### config.mk
export PLATFORM = sky130hd
export DESIGN_NAME = relu_maxpool_2x2_flat
export DESIGN_NICKNAME = d
export VERILOG_FILES = /design/src/rtl/relu_maxpool_2x2_if.sv /design/src/rtl/relu_maxpool_2x2.sv /design/src/flat_wrapper.sv
export SDC_FILE = /design/constraint.sdc
export NUM_CORES = 1
export LEC_CHECK = 0
export ABC_AREA = 1
export CAP_MARGIN = 40
export CELL_PAD_IN_SITES_DETAIL_PLACEMENT = 0
export CELL_PAD_IN_SITES_GLOBAL_PLACEMENT = 2
export CORE_MARGIN = 4
export CORE_UTILIZATION = 40
export CTS_CLUSTER_DIAMETER = 50
export CTS_CLUSTER_SIZE = 28
export DETAILED_ROUTE_END_ITERATION = 7
export PLACE_DENSITY = 0.87
export SETUP_SLACK_MARGIN = 0.05
export SYNTH_ARGS = -nofsm -noshare
export SYNTH_HDL_FRONTEND = slang
export SYNTH_SLANG_ARGS = --single-unit
### constraint.sdc
create_clock -name clk -period 4.9 [get_ports clk]
set_input_delay 0.98 -clock clk [delete_from_list [all_inputs] [get_ports clk]]
set_output_delay 0.98 -clock clk [all_outputs]
set_load 0.01 [all_outputs]
### src/rtl/relu_maxpool_2x2_if.sv
// ---------------------------------------------------------------------------
// relu_maxpool_2x2_if
// Bundles the pixel stream that enters the ReLU / 2x2 max-pool stage and the
// pooled stream that leaves it.
//
// Signals:
//   in_data     [DATA_W]  convolution pixel, two's complement
//   in_valid              in_data is valid this cycle
//   in_row_end            last pixel of a row (qualified by in_valid)
//   in_done               one-cycle frame-complete pulse
//   out_data    [DATA_W]  pooled pixel, always non-negative
//   out_valid             one-cycle pulse per pooled pixel
//   out_row_end           one-cycle pulse closing a pooled row
//   out_done              one-cycle frame-complete pulse
//   overflow              sticky, a row was wider than the line buffer allows
//
// Modports:
//   master  - the producer side (drives in_*, observes out_* and overflow)
//   slave   - the pooling stage itself
// ---------------------------------------------------------------------------
interface relu_maxpool_2x2_if #(
    parameter int DATA_W = 24
);
    logic [DATA_W-1:0] in_data;
    logic              in_valid;
    logic              in_row_end;
    logic              in_done;
    logic [DATA_W-1:0] out_data;
    logic              out_valid;
    logic              out_row_end;
    logic              out_done;
    logic              overflow;

    modport master (
        output in_data, in_valid, in_row_end, in_done,
        input  out_data, out_valid, out_row_end, out_done, overflow
    );

    modport slave (
        input  in_data, in_valid, in_row_end, in_done,
        output out_data, out_valid, out_row_end, out_done, overflow
    );
endinterface

### src/rtl/relu_maxpool_2x2.sv
// ---------------------------------------------------------------------------
// relu_maxpool_2x2
// Streaming ReLU followed by a 2x2 max-pool over a raster-order pixel stream.
// Negative pixels are clamped to zero, horizontal pairs are reduced in a pair
// register, and the pair maxima of even rows are parked in a half-width line
// buffer until the matching pair of the following odd row arrives.
//
// Ports:
//   clk    rising-edge clock
//   rst_n  asynchronous active-low reset
//   bus    slave side of relu_maxpool_2x2_if (input stream in, pooled out)
//
// Parameters:
//   DATA_W    pixel width
//   MAX_COLS  maximum input columns per row, even and at least 4
// ---------------------------------------------------------------------------
module relu_maxpool_2x2 #(
    parameter int DATA_W   = 24,
    parameter int MAX_COLS = 128
) (
    input  logic                clk,
    input  logic                rst_n,
    relu_maxpool_2x2_if.slave   bus
);

    localparam int LB_DEPTH = MAX_COLS / 2;
    localparam int LB_AW    = $clog2(LB_DEPTH);
    // One extra code so the column counter can sit at MAX_COLS once saturated.
    localparam int COL_W    = $clog2(MAX_COLS + 1);
    localparam logic [COL_W-1:0] COL_LIMIT = COL_W'(MAX_COLS);

    logic [COL_W-1:0]  col_q, col_d;
    logic              odd_row_q, odd_row_d;
    logic [DATA_W-1:0] pair_hold_q, pair_hold_d;
    logic [DATA_W-1:0] out_data_q, out_data_d;
    logic              out_valid_q, out_valid_d;
    logic              out_row_end_q, out_row_end_d;
    logic              out_done_q, out_done_d;
    logic              overflow_q, overflow_d;

    logic [DATA_W-1:0] lb [LB_DEPTH];

    logic              accept;
    logic              lb_we;
    logic [LB_AW-1:0]  lb_idx;
    logic [DATA_W-1:0] relu;
    logic [DATA_W-1:0] hmax;
    logic [DATA_W-1:0] lb_rd;
    logic [DATA_W-1:0] pooled;

    // Datapath and next-state logic. A pixel is accepted only while the column
    // counter is inside the row; a row end or frame done is applied after the
    // pixel of the same cycle has been processed, and frame done overrides the
    // row-end parity toggle.
    always_comb begin
        accept = bus.in_valid && (col_q < COL_LIMIT);
        relu   = bus.in_data[DATA_W-1] ? '0 : bus.in_data;
        hmax   = (relu > pair_hold_q) ? relu : pair_hold_q;
        lb_idx = col_q[LB_AW:1];
        lb_rd  = lb[lb_idx];
        pooled = (lb_rd > hmax) ? lb_rd : hmax;
        lb_we  = accept && col_q[0] && !odd_row_q;

        col_d         = col_q;
        odd_row_d     = odd_row_q;
        pair_hold_d   = pair_hold_q;
        out_data_d    = out_data_q;
        out_valid_d   = 1'b0;
        out_row_end_d = 1'b0;
        out_done_d    = bus.in_done;
        overflow_d    = overflow_q;

        if (accept) begin
            col_d = col_q + COL_W'(1);
            if (!col_q[0]) begin
                pair_hold_d = relu;
            end else if (odd_row_q) begin
                out_data_d  = pooled;
                out_valid_d = 1'b1;
            end
        end

        if (bus.in_valid && !accept) begin
            overflow_d = 1'b1;
        end

        if (bus.in_valid && bus.in_row_end) begin
            col_d         = '0;
            odd_row_d     = !odd_row_q;
            out_row_end_d = odd_row_q;
        end

        if (bus.in_done) begin
            col_d     = '0;
            odd_row_d = 1'b0;
        end
    end

    // Control and output registers; everything here returns to zero on reset
    // so a reset mid-frame forgets any half-built pair or row parity.
    always_ff @(posedge clk or negedge rst_n) begin
        if (!rst_n) begin
            col_q         <= '0;
            odd_row_q     <= 1'b0;
            pair_hold_q   <= '0;
            out_data_q    <= '0;
            out_valid_q   <= 1'b0;
            out_row_end_q <= 1'b0;
            out_done_q    <= 1'b0;
            overflow_q    <= 1'b0;
        end else begin
            col_q         <= col_d;
            odd_row_q     <= odd_row_d;
            pair_hold_q   <= pair_hold_d;
            out_data_q    <= out_data_d;
            out_valid_q   <= out_valid_d;
            out_row_end_q <= out_row_end_d;
            out_done_q    <= out_done_d;
            overflow_q    <= overflow_d;
        end
    end

    // Line buffer storage. It has no reset: every entry is rewritten on an
    // even row before the following odd row reads it, so stale contents are
    // never observed.
    always_ff @(posedge clk) begin
        if (lb_we) begin
            lb[lb_idx] <= hmax;
        end
    end

    assign bus.out_data    = out_data_q;
    assign bus.out_valid   = out_valid_q;
    assign bus.out_row_end = out_row_end_q;
    assign bus.out_done    = out_done_q;
    assign bus.overflow    = overflow_q;

endmodule
### src/flat_wrapper.sv
// flat-port wrapper written by rule: the top's interface ports become plain ports
module relu_maxpool_2x2_flat 
#(
    parameter int DATA_W   = 24,
    parameter int MAX_COLS = 128
)
  (clk, rst_n, bus_in_data, bus_in_valid, bus_in_row_end, bus_in_done, bus_out_data, bus_out_valid, bus_out_row_end, bus_out_done, bus_overflow);
  relu_maxpool_2x2_if #(.DATA_W(DATA_W)) bus_i ();
  input  logic clk;
  input  logic rst_n;
  input wire logic [$bits(bus_i.in_data)-1:0] bus_in_data;
  input wire logic [$bits(bus_i.in_valid)-1:0] bus_in_valid;
  input wire logic [$bits(bus_i.in_row_end)-1:0] bus_in_row_end;
  input wire logic [$bits(bus_i.in_done)-1:0] bus_in_done;
  output wire logic [$bits(bus_i.out_data)-1:0] bus_out_data;
  output wire logic [$bits(bus_i.out_valid)-1:0] bus_out_valid;
  output wire logic [$bits(bus_i.out_row_end)-1:0] bus_out_row_end;
  output wire logic [$bits(bus_i.out_done)-1:0] bus_out_done;
  output wire logic [$bits(bus_i.overflow)-1:0] bus_overflow;
  assign bus_i.in_data = bus_in_data;
  assign bus_i.in_valid = bus_in_valid;
  assign bus_i.in_row_end = bus_in_row_end;
  assign bus_i.in_done = bus_in_done;
  assign bus_out_data = bus_i.out_data;
  assign bus_out_valid = bus_i.out_valid;
  assign bus_out_row_end = bus_i.out_row_end;
  assign bus_out_done = bus_i.out_done;
  assign bus_overflow = bus_i.overflow;
  relu_maxpool_2x2 #(.DATA_W(DATA_W), .MAX_COLS(MAX_COLS)) u_core (.clk(clk), .rst_n(rst_n), .bus(bus_i));
endmodule
# Word level (Yosys, flattened, before mapping)
# Memory sizes are Yosys's and may differ from the RTL's.
# Index checks and enable logic that the tools add are counted.
# op_classes
bitwise	1
mux	14
n_reduce_logical	11
n_addsub	1
order_cmp	3
# op_table
operator	count
greater-than comparator 24 bit	2
2-to-1 mux 24 bit	2
2-to-1 mux 8 bit	3
2-to-1 mux 23 bit	1
adder 8 x 1 -> 8 bit (second input constant)	1
less-than comparator 8 bit (second input constant)	1
2-to-1 mux 1 bit	8
logical AND 1 bit	5
AND reduction 3 bit	1
nonzero test 3 bit	1
zero test 1 bit	2
AND reduction 2 bit	1
nonzero test 2 bit	1
NOT 1 bit	1
# totals
output_inout_bits	28
wordCells	39
inputBits	29
register_bits	61
mem_bits_rw	1536
mem_count	1
# mem_list
name	words	word_bits	read_ports	rd_ports_with_merged_regs	write_ports	line	text
u_core.lb	64	24	1	0	1	relu_maxpool_2x2.sv:41	logic [DATA_W-1:0] lb [LB_DEPTH];

# Logic depth before layout (Yosys ltp)
# logic_depth
depth_word	6
depth_mapped	33
depth_no_buf	30

# Worst setup path before layout
# OpenSTA, ideal clock, no wires.
# synth_timing
path_kind	input to register
startpoint	in bus_in_data[23]
endpoint	reg u_core.out_data_q[10], in the netlist u_core.bus.out_data[10]
setup_time_ns	0.118
arrival_ns	5.071
path_slack_ns	-0.289
n_path_buf	3
t_required_ns	4.782
cell_stages	27
path_cell_list	inv_1 > clkbuf_1 > nand2_1 > inv_1 > ha_1 > nand2_1 > inv_1 > o21ai_0 > nand2_1 > a21oi_1 > nand3_1 > nand2_1 > buf_2 > nand2_1 > nand2_1 > inv_1 > ha_1 > nand2_1 > nor2_1 > nand2_1 > nor4_1 > nand2_1 > o21ai_1 > clkbuf_1 > nand3_1 > nand3_1 > nand2_1
# synth_via
elab_chain_len	5
# synth_rtl
item	line	text
from (decl)	flat_wrapper.sv:11	input wire logic [$bits(bus_i.in_data)-1:0] bus_in_data;
2-to-1 mux 23 bit	relu_maxpool_2x2.sv:57	relu = bus.in_data[DATA_W-1] ? '0 : bus.in_data;
via u_core.relu[21]	relu_maxpool_2x2.sv:46	logic [DATA_W-1:0] relu;
greater-than comparator 24 bit	relu_maxpool_2x2.sv:58	hmax = (relu > pair_hold_q) ? relu : pair_hold_q;
2-to-1 mux 24 bit	relu_maxpool_2x2.sv:58	
via u_core.hmax[15]	relu_maxpool_2x2.sv:47	logic [DATA_W-1:0] hmax;
greater-than comparator 24 bit	relu_maxpool_2x2.sv:61	pooled = (lb_rd > hmax) ? lb_rd : hmax;
2-to-1 mux 24 bit	relu_maxpool_2x2.sv:61	
to (signal assigned)	relu_maxpool_2x2.sv:115	out_data_q <= out_data_d;
to (decl)	relu_maxpool_2x2.sv:35	logic [DATA_W-1:0] out_data_q, out_data_d;
# The timed path passes the listed nets, and every way through them passes these cells.
# A chain may end at the register's enable or synchronous reset.

# Worst setup path in the final report
# layout_timing
startpoint	reg u_core.col_q[1]
endpoint	reg u_core.out_data_q[10], in the netlist u_core.bus.out_data[10]
# layout_via
elab_chain_len	3
elab_cells_between_ends	6
classes_between	order compare: 2; mux: 1; reduce/logical: 2; memory: 1
# layout_rtl
item	line	text
from (decl)	relu_maxpool_2x2.sv:32	logic [COL_W-1:0] col_q, col_d;
from (signal assigned)	relu_maxpool_2x2.sv:112	col_q <= col_d;
memory read (64 x 24 bit) / less-than comparator 8 bit (equally long branches)	-	
greater-than comparator 24 bit / logical AND 1 bit (equally long branches)	relu_maxpool_2x2.sv:61, relu_maxpool_2x2.sv:56	
2-to-1 mux 24 bit / AND reduction 3 bit (equally long branches)	-	
# Several ways; a longest one is shown, not always the timed one.

==> results.cfg <==
[yosys]
netlist_area_um2 = 65900
syn_nets = 6579
yosys.area.top_type_share_pct = 67.0
synth_warnings = 0
syn-instance-count = 6503
ys_seq_area_share_pct = 69.3
ys_ff_latch = 1531
synth.area.top_cells = edfxtp_1 67%, nand2_1 22%, dfrtp_1 2.2%, nand4_1 1.9%, buf_2 1.6%
yosys.cell_types.count = 30
yosys.area.top_type = edfxtp_1
synth.avg_cell_area_um2 = 10.1

[die]
rows = 148
coreArea_um2 = 163000
fp.dieW_um = 414
pin_count = 57
start_util_pct = 40.4
die_h_um = 414
dieArea_um2 = 171000

[clock_tree]
ctsResizeCount = 0
root_buffer = clkbuf_16
post_cts_buffers = 0
cts_tree = built
clk_latency_ns = 0.81
cts_buffers = 152
ctsHoldBuffers = 0
clockBufferDepth = 3
h-tree-depth = 4
cts_num_sinks = 1531
clk_pin_slew_ns = 0.06

[cells_and_area]
area_growth_pct = 15.6
n_fill_cell = 14986
layout-drive-gt1-share_pct = 10.1
nets = 6754
finish.utilization_pct = 46.7
layout_common_cells = 3773 x nand2_1, 1472 x edfxtp_1, 267 x buf_4
finalInstanceArea_um2 = 76200
final_common_cell = nand2_1
fin_cells = 8984

[place]
dp_cells = 8699
globalplace.congestion = 0.878
io_buffers = 55
place_area_um2 = 70900
dp_hpwl_mm = 119

[setup_path]
cp.arrival_ns = 5.09
start_kind = flip-flop
critPathCaptureType = flip-flop
worstPathRequired_ns = 5.58
crit_fanout = 71
worstSetupPathType = reg2reg

[global_route]
gr-total-overflow = 0
antenna_found_initial = 6
grt_start_max_net_pins = 119
grt_pass1_wl_mm = 293
gr-usage-all-layers_pct = 23.2
grt_pass1_vias = 42527

[pwr]
peakVddDrop_mv = 0.372
p_leak_nw = 31.6
power_density_nw_per_um2 = 398
power_mw = 30.3

[sta]
rsz0062_at_grt = no
fin_crit_ns = 4.40
max_slew_margin_pct = 35.2
fmax_mhz = 227
totalNegativeSetupSlack_ns = 0
final-setup-viol-count = 0
fin_crit_sh_pct = 89.9
worst_slew_pin_slew_ns = 0.972
clock_skew_ns = 0.0344
slew_viol_final = 0
hold_viol = 0

[drt]
drt-pass1-iter-count = 5
detail_route.wl_per_cell_um = 22.4
drc_errors = 0
vias = 46063
viasPerCell = 5.13
ant_nets = 0
drtIter0Drc = 4606
routed_wl_mm = 201

[outcome]
status = finished clean

[run]
maxCapViolCount = 0

[min_path]
min_path_type = in2async
## cells in the mapped netlist, drive strengths merged
library cell and instances:
nand2 3797, edfxtp 1472, buf 246, nor2 216
nand4 202, nand3 178, inv 112, clkbuf 105
dfrtp 59, ha 47, o21ai 27, a21oi 19
nor3 8, a21o 5, a211oi 2, nor4 2
a221oi 1, and3 1, clkinv 1, conb 1
nor4b 1, o21a 1
## metrics by stage
stage	setup WS (ns)	hold WS [ns]
after floorplan	0.0547	0.453
after global placement	-0.100	0.445
after detailed placement	-0.164	0.451
after CTS	0.532	0.145
after global routing	0.137	0.189
final	0.495	0.186
## worst paths after layout
| kind | from | cells after the start | slack (ns) | to |
|---|---|---|---|---|
| setup / recovery | u_core.col_q[1] | 23 | 0.50 | u_core.bus.out_data[10] |
| hold / removal | rst_n | 1 | 0.19 | u_core.pair_hold_q[13] |
| setup reg to reg | u_core.col_q[1] | 23 | 0.50 | u_core.bus.out_data[10] |
| hold reg to reg | u_core.bus.overflow | 1 | 0.46 | u_core.bus.overflow |
| max in group asynchronous | rst_n | 2 | 3.84 | u_core.col_q[2] |
| min in group clk | u_core.bus.overflow | 1 | 0.46 | u_core.bus.overflow |
## critical path, stage by stage, from the launching register on
cell	delay, ns
dfrtp_4	0.59
buf_12	0.23
buf_4	0.39
nand2_1	0.13
nand2_1	0.07
nand2_1	0.05
nand2_1	0.08
nand2_1	0.07
nand2_1	0.05
nand2_1	0.07
nand2_1	0.20
nor2_1	0.50
nand2_1	0.15
ha_1	0.30
nand2_1	0.06
nor2_1	0.19
nand3_1	0.10
a21oi_1	0.17
nor2_1	0.07
nor2_1	0.19
buf_12	0.21
nand3_1	0.10
nand3_1	0.11
nand2_1	0.06
## area by class of cell
cell class                      count  area [µm²]  share of cell area [%]
Inverter                          113         447                   0.586
Sequential cell                  1531       45700                    60.0
Timing Repair Buffer              372        3620                    4.75
Multi-Input combinational cell   4508       18500                    24.2
Tap cell                         2175        2720                    3.57
Clock buffer                      159        3830                    5.03
Clock inverter                    122        1420                    1.86
Antenna cell                        4        10.0                  0.0131
## flip-flops by register name, indices dropped and copies added, names as in the netlist
| name | cells |
|---|---|
| u_core.pair_hold_q | 23 |
| u_core.bus.out_row_end | 1 |
| u_core.col_q | 8 |
| u_core.lb | 1472 |
| u_core.bus.out_data | 23 |
| u_core.bus.out_valid | 1 |
| u_core.odd_row_q | 1 |
| u_core.bus.out_done | 1 |
| u_core.bus.overflow | 1 |
## cell families (layout without fill, tap and decap cells)
group / after synthesis / after routing / synth area share, %
buffers and inverters: 464 / 766 / 3.11
and+or+nand+nor: 4405 / 4405 / 26.3
AOI/OAI and AO/OA: 55 / 55 / 0.454
DFF: 1531 / 1531 / 69.3
adders and majority gates: 47 / 47 / 0.892
other: 1 / 5 / 0.00569
## power breakdown
part | total [mW] | switching (mW) | internal (mW)
clock network | 12.2 | 5.62 | 6.55
registers | 15.1 | 0.142 | 15.0
logic | 3.02 | 2.16 | 0.861
total | 30.3 | 7.92 | 22.4
## routing by layer
metal / track usage (%) / vias to the layer above / wire length [µm]
li1: - / 21841 / -
met1: 33.2 / 22360 / 88800
met2: 36.5 / 1611 / 92100
met3: 3.90 / 251 / 14400
met4: 6.84 / 0 / 6050
met5: 0 / - / 0
Power figures use the tool's default switching activity.
